[src/rtl/fib_controller.sv]
// Control FSM for the recursive-Fibonacci datapath: walks the call tree using an explicit stack
// of {res, n, f} frames and leaves fib(n) (fib(0)=fib(1)=1) in the datapath ret register.
module fib_controller #(
  parameter int unsigned WORDSIZE = 8,
  parameter int unsigned MAX_N    = 12
) (
  input  logic                clk,
  input  logic                rst,
  input  logic                start,
  input  logic [WORDSIZE-1:0] n_arg,
  input  logic                ready,
  input  logic                lt,
  input  logic                gt,
  input  logic                eq,
  input  logic [WORDSIZE-1:0] f,
  output logic                busy,
  output logic                done,
  output logic                err,
  output logic                push,
  output logic                pop,
  output logic                addsub,
  output logic                ress,
  output logic                ns,
  output logic                fs,
  output logic                resld,
  output logic                retld,
  output logic                nld,
  output logic                fld,
  output logic                resrst,
  output logic                retrst,
  output logic                nrst,
  output logic                frst,
  output logic [1:0]          rets,
  output logic [1:0]          ss,
  output logic [1:0]          addls,
  output logic [1:0]          addrs
);

  localparam logic [WORDSIZE-1:0] MaxN = WORDSIZE'(MAX_N);

  typedef enum logic [4:0] {
    StDrain, StIdle, StLdinc, StLdn, StCall, StPushr, StPushn, StPushf, StDec,
    StRet, StPopf, StPopn, StPopr, StDisp, StSave, StIncf, StDone
  } state_e;

  state_e              state_q, state_d;
  logic [WORDSIZE-1:0] cnt_q, cnt_d;
  logic                err_q, err_d;

  // The comparator's gt flag carries no information beyond lt/eq.
  logic unused_gt;
  assign unused_gt = gt;

  always_ff @(posedge clk) begin
    if (rst) begin
      state_q <= StDrain;
      cnt_q   <= '0;
      err_q   <= 1'b0;
    end else begin
      state_q <= state_d;
      cnt_q   <= cnt_d;
      err_q   <= err_d;
    end
  end

  assign err = err_q;

  always_comb begin
    state_d = state_q;
    cnt_d   = cnt_q;
    err_d   = 1'b0;
    busy    = 1'b1;
    done    = 1'b0;
    push    = 1'b0;
    pop     = 1'b0;
    addsub  = 1'b0;
    ress    = 1'b0;
    ns      = 1'b0;
    fs      = 1'b0;
    resld   = 1'b0;
    retld   = 1'b0;
    nld     = 1'b0;
    fld     = 1'b0;
    resrst  = 1'b0;
    retrst  = 1'b0;
    nrst    = 1'b0;
    frst    = 1'b0;
    rets    = 2'd0;
    ss      = 2'd0;
    addls   = 2'd0;
    addrs   = 2'd0;

    case (state_q)
      StDrain: begin
        nrst   = 1'b1;
        frst   = 1'b1;
        resrst = 1'b1;
        retrst = 1'b1;
        pop    = ~ready;
        if (ready) state_d = StIdle;
      end
      StIdle, StDone: begin
        busy = 1'b0;
        done = (state_q == StDone);
        if (start) begin
          if (n_arg > MaxN) begin
            err_d = 1'b1;
          end else begin
            cnt_d   = n_arg;
            frst    = 1'b1;
            state_d = StLdinc;
          end
        end
      end
      // n is built by counting f up to n_arg, since n only loads from the ALU or the stack.
      StLdinc: begin
        if (cnt_q != '0) begin
          fld   = 1'b1;
          cnt_d = cnt_q - WORDSIZE'(1);
        end else begin
          state_d = StLdn;
        end
      end
      StLdn: begin
        nld     = 1'b1;
        frst    = 1'b1;
        state_d = StCall;
      end
      StCall: begin
        if (lt || eq) begin
          retld   = 1'b1;
          state_d = StRet;
        end else begin
          state_d = StPushr;
        end
      end
      StPushr: begin
        push    = 1'b1;
        ss      = 2'd2;
        state_d = StPushn;
      end
      StPushn: begin
        push    = 1'b1;
        ss      = 2'd1;
        state_d = StPushf;
      end
      StPushf: begin
        push    = 1'b1;
        ss      = 2'd0;
        state_d = StDec;
      end
      // First child is n-1; the re-pushed frame (f=1) descends into n-2.
      StDec: begin
        addls   = 2'd1;
        addrs   = (f == '0) ? 2'd2 : 2'd3;
        addsub  = 1'b1;
        nld     = 1'b1;
        frst    = 1'b1;
        state_d = StCall;
      end
      StRet: begin
        state_d = ready ? StDone : StPopf;
      end
      StPopf: begin
        pop     = 1'b1;
        fs      = 1'b1;
        fld     = 1'b1;
        state_d = StPopn;
      end
      StPopn: begin
        pop     = 1'b1;
        ns      = 1'b1;
        nld     = 1'b1;
        state_d = StPopr;
      end
      StPopr: begin
        pop     = 1'b1;
        ress    = 1'b1;
        resld   = 1'b1;
        state_d = StDisp;
      end
      StDisp: begin
        if (f == '0) begin
          state_d = StSave;
        end else begin
          addls   = 2'd2;
          addrs   = 2'd1;
          rets    = 2'd1;
          retld   = 1'b1;
          state_d = StRet;
        end
      end
      StSave: begin
        addrs   = 2'd1;
        resld   = 1'b1;
        state_d = StIncf;
      end
      StIncf: begin
        fld     = 1'b1;
        state_d = StPushr;
      end
      default: state_d = StDrain;
    endcase
  end

endmodule

[config.mk]
export PLATFORM = sky130hd
export DESIGN_NAME = fib_controller
export DESIGN_NICKNAME = d
export VERILOG_FILES = /design/src/rtl/fib_controller.sv
export SDC_FILE = /design/constraint.sdc
export NUM_CORES = 1
export LEC_CHECK = 0
export CAP_MARGIN = 15
export CORE_AREA = 2 2 40 78
export DETAILED_ROUTE_END_ITERATION = 10
export DIE_AREA = 0 0 42 80
export MAX_ROUTING_LAYER = met4
export PLACE_DENSITY_LB_ADDON = 0.15
export SLEW_MARGIN = 30
export SYNTH_ARGS = -nofsm -noshare
export SYNTH_HDL_FRONTEND = slang
export SYNTH_SLANG_ARGS = --single-unit
[constraint.sdc]
create_clock -name clk -period 3.9 [get_ports clk]
set_clock_uncertainty 0.05 [all_clocks]
set_input_delay 0.39 -clock clk [delete_from_list [all_inputs] [get_ports clk]]
set_output_delay 0.39 -clock clk [all_outputs]
set_load 0.01 [all_outputs]
==> flow_summary_export.csv <==
group,metric,value,unit
die,coreArea,2740,um2
timing,slew_headroom,0.480,
setup_path,cp.arrival,2.44,ns
timing,timing.final.setup_violations,0,
final_layout,fin_nets,244,
clock_network,cts-buffers-inserted,3,
clock_network,cts_post_setup_buffers_inserted,0,
final_layout,flow.area_growth_from_synthesis,37.8,%
final_layout,insertedDiodeCount,0,
route,detailedRoute.firstPassIterationCount,4,
synth,synth_top_flop_cell,"dfxtp_1",
timing,finalCritPeriodShare,0.740,
setup_path,timing_worst_setup_path_type,"reg -> out",
synth,yosys_register_bits,14,
setup_path,timing.critical_path.from_type,"register",
clock_network,numClockSinks,14,
timing,timing.final.crit_period,2.88,ns
synth,synth.area.top_cells,"dfxtp_1 (23%), nor2_1 (9.1%), a21oi_1 (8.1%)",
route,wl_per_cell,16.4,um
final_layout,post_route_cells_drive_above_1_share,0.0685,
die,die_w,42,um
synth,yosysWarningCount,0,
power,power.static_leakage,0.581,nW
synth,syn-num-nets,209,
synth,synth_area_per_cell,6.68,um2
grt,gr-usage-all-layers,0.249,
die,initial_core_util,0.451,
power,irDropWorstVdd,0.304,mV
power,powerDensity,432,nW/um2
hold_path,worst_hold_path.num_cells,2,
grt,grt_pass1_vias,1480,
timing,grt_setup_unrepaired,"no",
setup_path,worst_ep_required,3.46,ns
placement,port_buffers,45,
synth,synth_sequential_area_ratio,0.227,
route,wirelength,4060,um
grt,antenna_found_initial,0,
timing,slew_violations,0,
die,fp.dieArea,3360,um2
power,total_power,0.000734,W
synth,synth-edff-count,0,
clock_network,cts.repair.resized,0,
clock_network,clkSlewWorstSetupHoldPaths,0.06,ns
die,row_count,27,
timing,tightest_slew,0.779,ns
die,chip_height,80,um
synth,synth_largest_area_cell,"dfxtp_1",
route,route.detailed.vias_per_inst,6.11,
placement,dpl-instance-area,1650,um2
flow_run,max-cap-violations,0,
die,io_pins,48,
timing,finalHoldViolations,0,
placement,gp_routability_congestion,0.922,
route,drt_drc_violations_left,0,
clock_network,cts_max_path_buffers,2,
synth,area_share_of_the_largest_cell_type_after_synthesis,0.227,
synth,ys_types,46,
setup_path,critical_path.max_fanout,5,
clock_network,cts.root.buffer_cell,"clkbuf_8",
route,detail-route-antenna-nets,0,
route,via_count,1516,
synth,synth_async_sr_flop_share,0,
route,detail_route.iter0.violations,58,
run_status,outcome,"finished, final reports clean",
synth,synthesis.instances,185,
grt,grt_first_pass_wirelength,6490,um
clock_network,tritoncts,"yes",
grt,globalRouteOverflowTotal,0,
clock_network,postCtsHoldBufs,0,
placement,detailed_place_hpwl,3120,um
final_layout,fillerInstances,271,
timing,max_clock_freq,347,MHz
hold_path,hp-class,"reg -> reg",
clock_network,htree_levels,1,
final_layout,design_area,1700,um2
synth,mappedNetlistArea,1230,um2
clock_network,clock_insertion_delay_worst_skew,0.24,ns
grt,grt_max_degree,25,
timing,setup_total_negative_slack,0,ns
setup_path,worst_r2r_path_depth,5,
setup_path,worstSetupEndpointType,"primary output",
## metal layers
layer	track usage	up-vias	routed length, um
li1	-	733	-
met1	0.225	689	1450
met2	0.495	78	2300
met3	0.0339	16	203
met4	0.106	0	108
met5	-	-	0
## through the flow
stage / hold slack, ns / cells / utilization / setup WS, ns
6_report: 0.441 / 248 / 0.622 / 1.02
5_1_grt: 0.456 / 248 / 0.622 / 0.957
4_1_cts: 0.431 / 248 / 0.622 / 1.03
3_5_place_dp: 0.421 / 244 / 0.602 / 1.30
3_3_place_gp: 0.414 / 244 / 0.602 / 1.29
2_1_floorplan: 0.399 / 185 / - / 1.90
## worst paths after layout
path         startpoint  slack (ns)  endpoint
max            cnt_q[0]        1.02       fld
min            cnt_q[7]        0.44  cnt_q[7]
max reg2reg  state_q[1]        1.54  cnt_q[4]
min reg2reg    cnt_q[7]        0.44  cnt_q[7]
## state kept, by name (all words and copies together) (netlist names)
name / cells
state_q: 5
err: 1
cnt_q: 8
## cells by family (layout without fill, tap and decap cells)
group,after synthesis,in the layout,share of synthesized area
buffers and inverters,21,55,0.0790
multiplexers,3,3,0.0263
other,1,1,0.00304
AND/OR/NAND/NOR,86,86,0.336
adder cells (fa/ha/maj),1,1,0.0101
XOR/XNOR,2,2,0.0142
flip-flops,14,14,0.227
AO/OA/AOI/OAI,57,57,0.304
## power by group
group	switching, W	internal, W	total [W]
sequential	0.0000470	0.000155	0.000202
clock	0.0000507	0.0000894	0.000140
combinational	0.000211	0.000181	0.000392
## synthesized netlist by cell type (all sizes together), types with 3 or more instances
cell,number
nor2,31
nand2,23
a21oi,20
dfxtp,14
o21ai,14
clkbuf,10
nor3,7
nor4,7
inv,6
buf,5
a21o,3
a31oi,3
## cells in the final DEF (no fill, tap or decap), types with 2 or more instances in the layout
cell type,Yosys,layout
mux2_2,2,2
a211oi_1,2,2
o211ai_1,2,2
or2_2,2,2
a21boi_0,2,2
nand2_1,23,23
a21oi_1,20,20
a21o_1,3,3
dfxtp_1,14,14
o21ai_0,14,14
nand3_1,2,2
a31oi_1,2,2
nand3b_1,2,2
inv_1,6,6
nor3_1,7,7
nor4b_1,2,2
nor2_1,30,30
nand2b_1,2,2
clkbuf_8,0,4
clkdlybuf4s50_1,0,45
o31ai_1,2,2
nor2b_1,2,2
nor4_1,6,6
## worst max-delay path, cell delays in order, from the launching register on
cell             delay [ns]
dfxtp_1                0.32
inv_1                  0.11
ha_1                   0.28
or4b_1                 0.51
o2111a_2               0.34
a21o_1                 0.17
clkdlybuf4s50_1        0.47
## cell type report
| cell class | count | area (um2) | area share |
|---|---|---|---|
| Multi-Input combinational cell | 150 | 857 | 0.504 |
| Timing Repair Buffer | 45 | 450 | 0.265 |
| Sequential cell | 14 | 280 | 0.165 |
| Clock buffer | 4 | 55.1 | 0.0324 |
| Tap cell | 29 | 36.3 | 0.0213 |
| Inverter | 6 | 22.5 | 0.0132 |
No activity file was read; power rests on OpenSTA's default activity.
==> variant 1 (same flow settings) <==
`WORDSIZE`: 8 -> 4.
--- a/src/rtl/fib_controller.sv
+++ b/src/rtl/fib_controller.sv
@@ -3,3 +3,3 @@
 module fib_controller #(
-  parameter int unsigned WORDSIZE = 8,
+  parameter int unsigned WORDSIZE = 4,
   parameter int unsigned MAX_N    = 12
Ports: changed (resized f and n_arg); port bits go from 48 to 40. No check against the original RTL was run, so the function may have changed too.
==> variant 1 against the original RTL <==
- utilization decreased by 9.5 points
- non-clock buffer count decreased by 6
- power increased by 7.7%
- sequential cell count decreased by 4
- hold slack improved by 0.011 ns
- worst setup slack got worse by 0.056 ns
- die area unchanged
- global-route usage decreased by 6.1 points
- synthesized area decreased by 14%
- wire length decreased by 26%
- synthesized cell count decreased by 18%
- cell area decreased by 15%
- final cell count decreased by 18%
==> variant 1: results (changes against the original RTL) <==
metric	value	unit	change
synth_seq_area_share	0.189		was 0.227
grt_pass1_wl	4920	µm	was 6490 µm
grt_pass1_vias	1138		was 1480
gp_congestion	0.807		was 0.922
status	finished clean		unchanged
fillCellCount	289		was 271
portBuffers	37		was 45
drive_above_1_share	0.0514		was 0.0685
dr.pass1.iters	4		unchanged
grt_max_degree	34		was 25
synth_common_cells	nor2_1 (19), clkbuf_1 (12), dfxtp_1 (10), nor3_1 (10), nand2b_1 (9)		was nor2_1 (30), nand2_1 (23), a21oi_1 (20)
drt-total-wl	3000	µm	was 4060 µm
async_flop_share	0		unchanged
cts_root_buf	clkbuf_8		unchanged
slew_headroom	0.354		was 0.480
path_max_fanout	20		was 5
clk_latency	0.24	ns	about the same
cp_top_family	simple AND/OR/NAND/NOR gates		was buffers and inverters
clock_path_buffers	2		unchanged
largest_reg_flops	5		was 8
synthFlopType	dfxtp_1		unchanged
largest_register	state_q		was cnt_q
cts_resized	0		unchanged
synthAdderAreaFrac	0.0236		was 0.0101
postCtsSetupBuffers	0		unchanged
track_usage	0.189		was 0.249
ys_types	50		was 46
path_clk_slew	0.05	ns	
cts_made_buffers	3		unchanged
nNetsFinal	193		was 244
min_path_cells	2		unchanged
synth_area_leaders	dfxtp_1 (19%), nor2_1 (6.7%), nand2b_1 (5.3%), nor3_1 (4.7%), clkbuf_1 (4.3%)		was dfxtp_1 (23%), nor2_1 (9.1%), a21oi_1 (8.1%), nand2_1 (7.0%), o21ai_0 (5.7%)
drt_iter0_drc	23		was 58
r2r_cells	4		was 5
synthMuxAreaShare	0.0295		was 0.0263
cp.arrival	2.50	ns	was 2.44 ns
synth.net_count	169		was 209
antenna_found_initial	0		unchanged
dr_total_vias	1212		was 1516
n_antenna_cell	0		unchanged
slowest_stage	or4b_1		unchanged
yosysWarnings	0		unchanged
switching_power	0.338	mW	was 0.309 mW
slowest_delay	0.75	ns	was 0.51 ns
htreeDepth	1		unchanged
min_path_type	reg -> reg		unchanged
synth-xor-area-share	0.0248		was 0.0142
hpwlAfterDp	2330	µm	was 3120 µm
synth_compound_area_frac	0.282		was 0.304
vdd_drop_max	0.426	mV	was 0.304 mV
p_leak	0.502	nW	was 0.581 nW
==> variant 1: worst register-to-register path: stages, from the launching register on <==
cell	delay [ns]
dfxtp_1	0.50
or4b_1	0.76
a211o_1	0.43
a2111o_1	0.40
a31oi_1	0.15
==> variant 1: per-stage QoR <==
| step | instance area (µm²) | setup slack [ns] | hold slack [ns] | cells |
|---|---|---|---|---|
| 2_1_floorplan | 1060 | 1.81 | 0.403 | 152 |
| 3_3_place_gp | 1390 | 1.07 | 0.416 | 200 |
| 3_5_place_dp | 1390 | 1.07 | 0.449 | 200 |
| 4_1_cts | 1440 | 0.969 | 0.455 | 204 |
| 5_1_grt | 1440 | 0.812 | 0.470 | 204 |
| 6_report | 1440 | 0.959 | 0.452 | 204 |
==> variant 1: area by class of cell <==
class                   instances  area share
repair buffers                 39       0.267
clock buffers                   4      0.0382
inverters                       4      0.0104
multi-input cells             118       0.520
well taps                      29      0.0252
flip-flops and latches         10       0.139
==> variant 1: kinds of logic (layout without fill, tap and decap cells) <==
group	Yosys count	count (layout)
other	1	1
adder cells (fa/ha/maj)	2	2
AND/OR/NAND/NOR	68	68
XOR/XNOR	3	3
multiplexers	3	3
flip-flops	10	10
AO/OA/AOI/OAI	41	41
buffers and inverters	24	47
==> variant 1: path summary, 6_finish.rpt <==
path	startpoint	endpoint	slack (ns)
max	state_q[4]	fld	0.96
min	cnt_q[1]	cnt_q[1]	0.45
max reg2reg	state_q[4]	cnt_q[0]	1.53
min reg2reg	cnt_q[1]	cnt_q[1]	0.45
==> variant 1: per-layer routing <==
| layer | track usage | share of wire |
|---|---|---|
| met5 | - | 0 |
| met4 | 0.0806 | 0.022 |
| met3 | 0.0204 | 0.047 |
| met2 | 0.377 | 0.56 |
| met1 | 0.172 | 0.37 |
==> variant 1: power groups by stage <==
stage | combinational [mW] | clock (mW) | sequential (mW)
after global routing | 0.533 | 0.136 | 0.186
after floorplan | 0.369 | 0 | 0.137
after CTS | 0.483 | 0.132 | 0.178
after global placement | 0.473 | 0 | 0.178
after detailed placement | 0.481 | 0 | 0.180
final | 0.480 | 0.131 | 0.180
==> variant 2 (same settings) <==
Made on the original files. The output `err` loses its register stage (`err_q` becomes a continuous assignment).
--- a/src/rtl/fib_controller.sv
+++ b/src/rtl/fib_controller.sv
@@ -57,3 +57,2 @@
       cnt_q   <= '0;
-      err_q   <= 1'b0;
     end else begin
@@ -61,5 +60,6 @@
       cnt_q   <= cnt_d;
-      err_q   <= err_d;
     end
   end
+
+  assign err_q = err_d;
 
Check against the original RTL: not equivalent (Yosys sat finds a counterexample within 4 cycles, from zero or initial values and one cycle with rst high).
==> variant 2 against the original RTL <==
- power shrank 6.2%
- combinational power shrank 3%
- via count shrank 6.1%
- cell area shrank 2.1%
- sequential cell count shrank 1
- worst setup slack lost 0.17 ns
- wire length shrank 13%
- synthesized cell count shrank 2.2%
- synthesized area shrank 0.71%
- sequential power shrank 8%
- register-to-register slack lost 0.08 ns
- largest power group unchanged
==> variant 2: results (changes against the original RTL) <==
metric	value	unit	change
tightest_slew	0.676	ns	was 0.779 ns
met3_usage	0.0362		was 0.0339
r2r-start	cnt_q[2]		was state_q[1]
hold_path.startpoint	cnt_q[1]		was cnt_q[7]
synth_common_cells	nand2_1 (26), nor2_1 (22), a21oi_1 (13), dfxtp_1 (13), clkbuf_1 (10)		was nor2_1 (30), nand2_1 (23), a21oi_1 (20)
gp_congestion	0.916		was 0.922
p_leak	0.581	nW	about the same
nNetsFinal	238		was 244
rrSetupSlack	1.46	ns	was 1.54 ns
drive_above_1_share	0.113		was 0.0685
min_delay_worst_endpoint	cnt_q[1]		was cnt_q[7]
track_usage	0.229		was 0.249
slowest_delay	0.59	ns	was 0.51 ns
slowest_stage	dfxtp_1		was or4b_1
grt_max_degree	20		was 25
r2r-end	cnt_q[0]		was cnt_q[4]
vdd_drop_max	0.231	mV	was 0.304 mV
async_flop_share	0		unchanged
drt_iter0_drc	35		was 58
viasPerCell	5.88		was 6.11
cp.arrival	2.62	ns	was 2.44 ns
syn_avg_cell_area	6.77	µm²	was 6.68 µm²
status	finished clean		unchanged
synth_seq_area_share	0.212		was 0.227
grt_pass1_wl	5970	µm	was 6490 µm
synth_area_leaders	dfxtp_1 (21%), nand2_1 (8.0%), nor2_1 (6.7%), a21oi_1 (5.3%), a21o_2 (4.3%)		was dfxtp_1 (23%), nor2_1 (9.1%), a21oi_1 (8.1%), nand2_1 (7.0%), o21ai_0 (5.7%)
grt_use_met1	0.200		was 0.225
cp_top_family	simple AND/OR/NAND/NOR gates		was buffers and inverters
min_path_type	reg -> reg		unchanged
synth.net_count	205		was 209
crit_path_start	state_q[3]		was cnt_q[0]
path_max_fanout	13		was 5
wl_per_cell	14.6	µm	was 16.4 µm
grt_pass1_vias	1415		was 1480
hpwlAfterDp	2790	µm	was 3120 µm
met2_usage	0.441		was 0.495
yosysTopAreaCellShare	0.212		was 0.227
fillCellCount	263		was 271
variant 2: power breakdown:
group          internal [mW]  switching, mW  leakage, nW
clock                 0.0707         0.0533       0.0255
sequential             0.145         0.0405        0.105
combinational          0.184          0.196        0.450
total                  0.399          0.289        0.581
variant 2: cell families (layout without fill, tap and decap cells):
| group | count (synthesis) | count (layout) | synth area share |
|---|---|---|---|
| compound gates | 52 | 52 | 0.301 |
| other cells | 1 | 1 | 0.00306 |
| xor+xnor | 2 | 2 | 0.0143 |
| mux | 1 | 1 | 0.00816 |
| flops | 13 | 13 | 0.212 |
| fa+ha+maj | 1 | 1 | 0.0102 |
| simple gates | 88 | 88 | 0.356 |
| buf+inv | 23 | 55 | 0.0949 |
variant 2: how the worst max path moves through the flow:
stage                          end  slack, ns  cells past startpoint
after detailed placement  addrs[0]       0.95                      7
after CTS                    retld       0.87                      5
after floorplan           cnt_q[2]       1.73                      6
after global routing         retld       0.73                      5
after global placement    addrs[0]       1.04                      7
final                        retld       0.84                      5
variant 2: stage by stage:
| step | std cells | area, µm² | worst slack, ns | hold WS (ns) |
|---|---|---|---|---|
| global placement | 238 | 1620 | 1.04 | 0.422 |
| global route | 242 | 1670 | 0.728 | 0.470 |
| CTS | 242 | 1670 | 0.870 | 0.444 |
| finish | 242 | 1670 | 0.843 | 0.442 |
| floorplan | 181 | 1230 | 1.73 | 0.408 |
| detailed placement | 238 | 1620 | 0.946 | 0.436 |
variant 2: final cells by class:
type                    count  share of cell area
clock buffers               3              0.0248
clock inverters             1             0.00301
well taps                  29              0.0218
flip-flops and latches     13               0.156
multi-input cells         145               0.510
inverters                   6              0.0135
repair buffers             45               0.270
variant 2: routing by layer:
layer / wire length [µm] / part of all wire
met1: 1200 / 0.34
met2: 2050 / 0.58
met4: 110 / 0.031
met5: 0 / 0
met3: 171 / 0.048
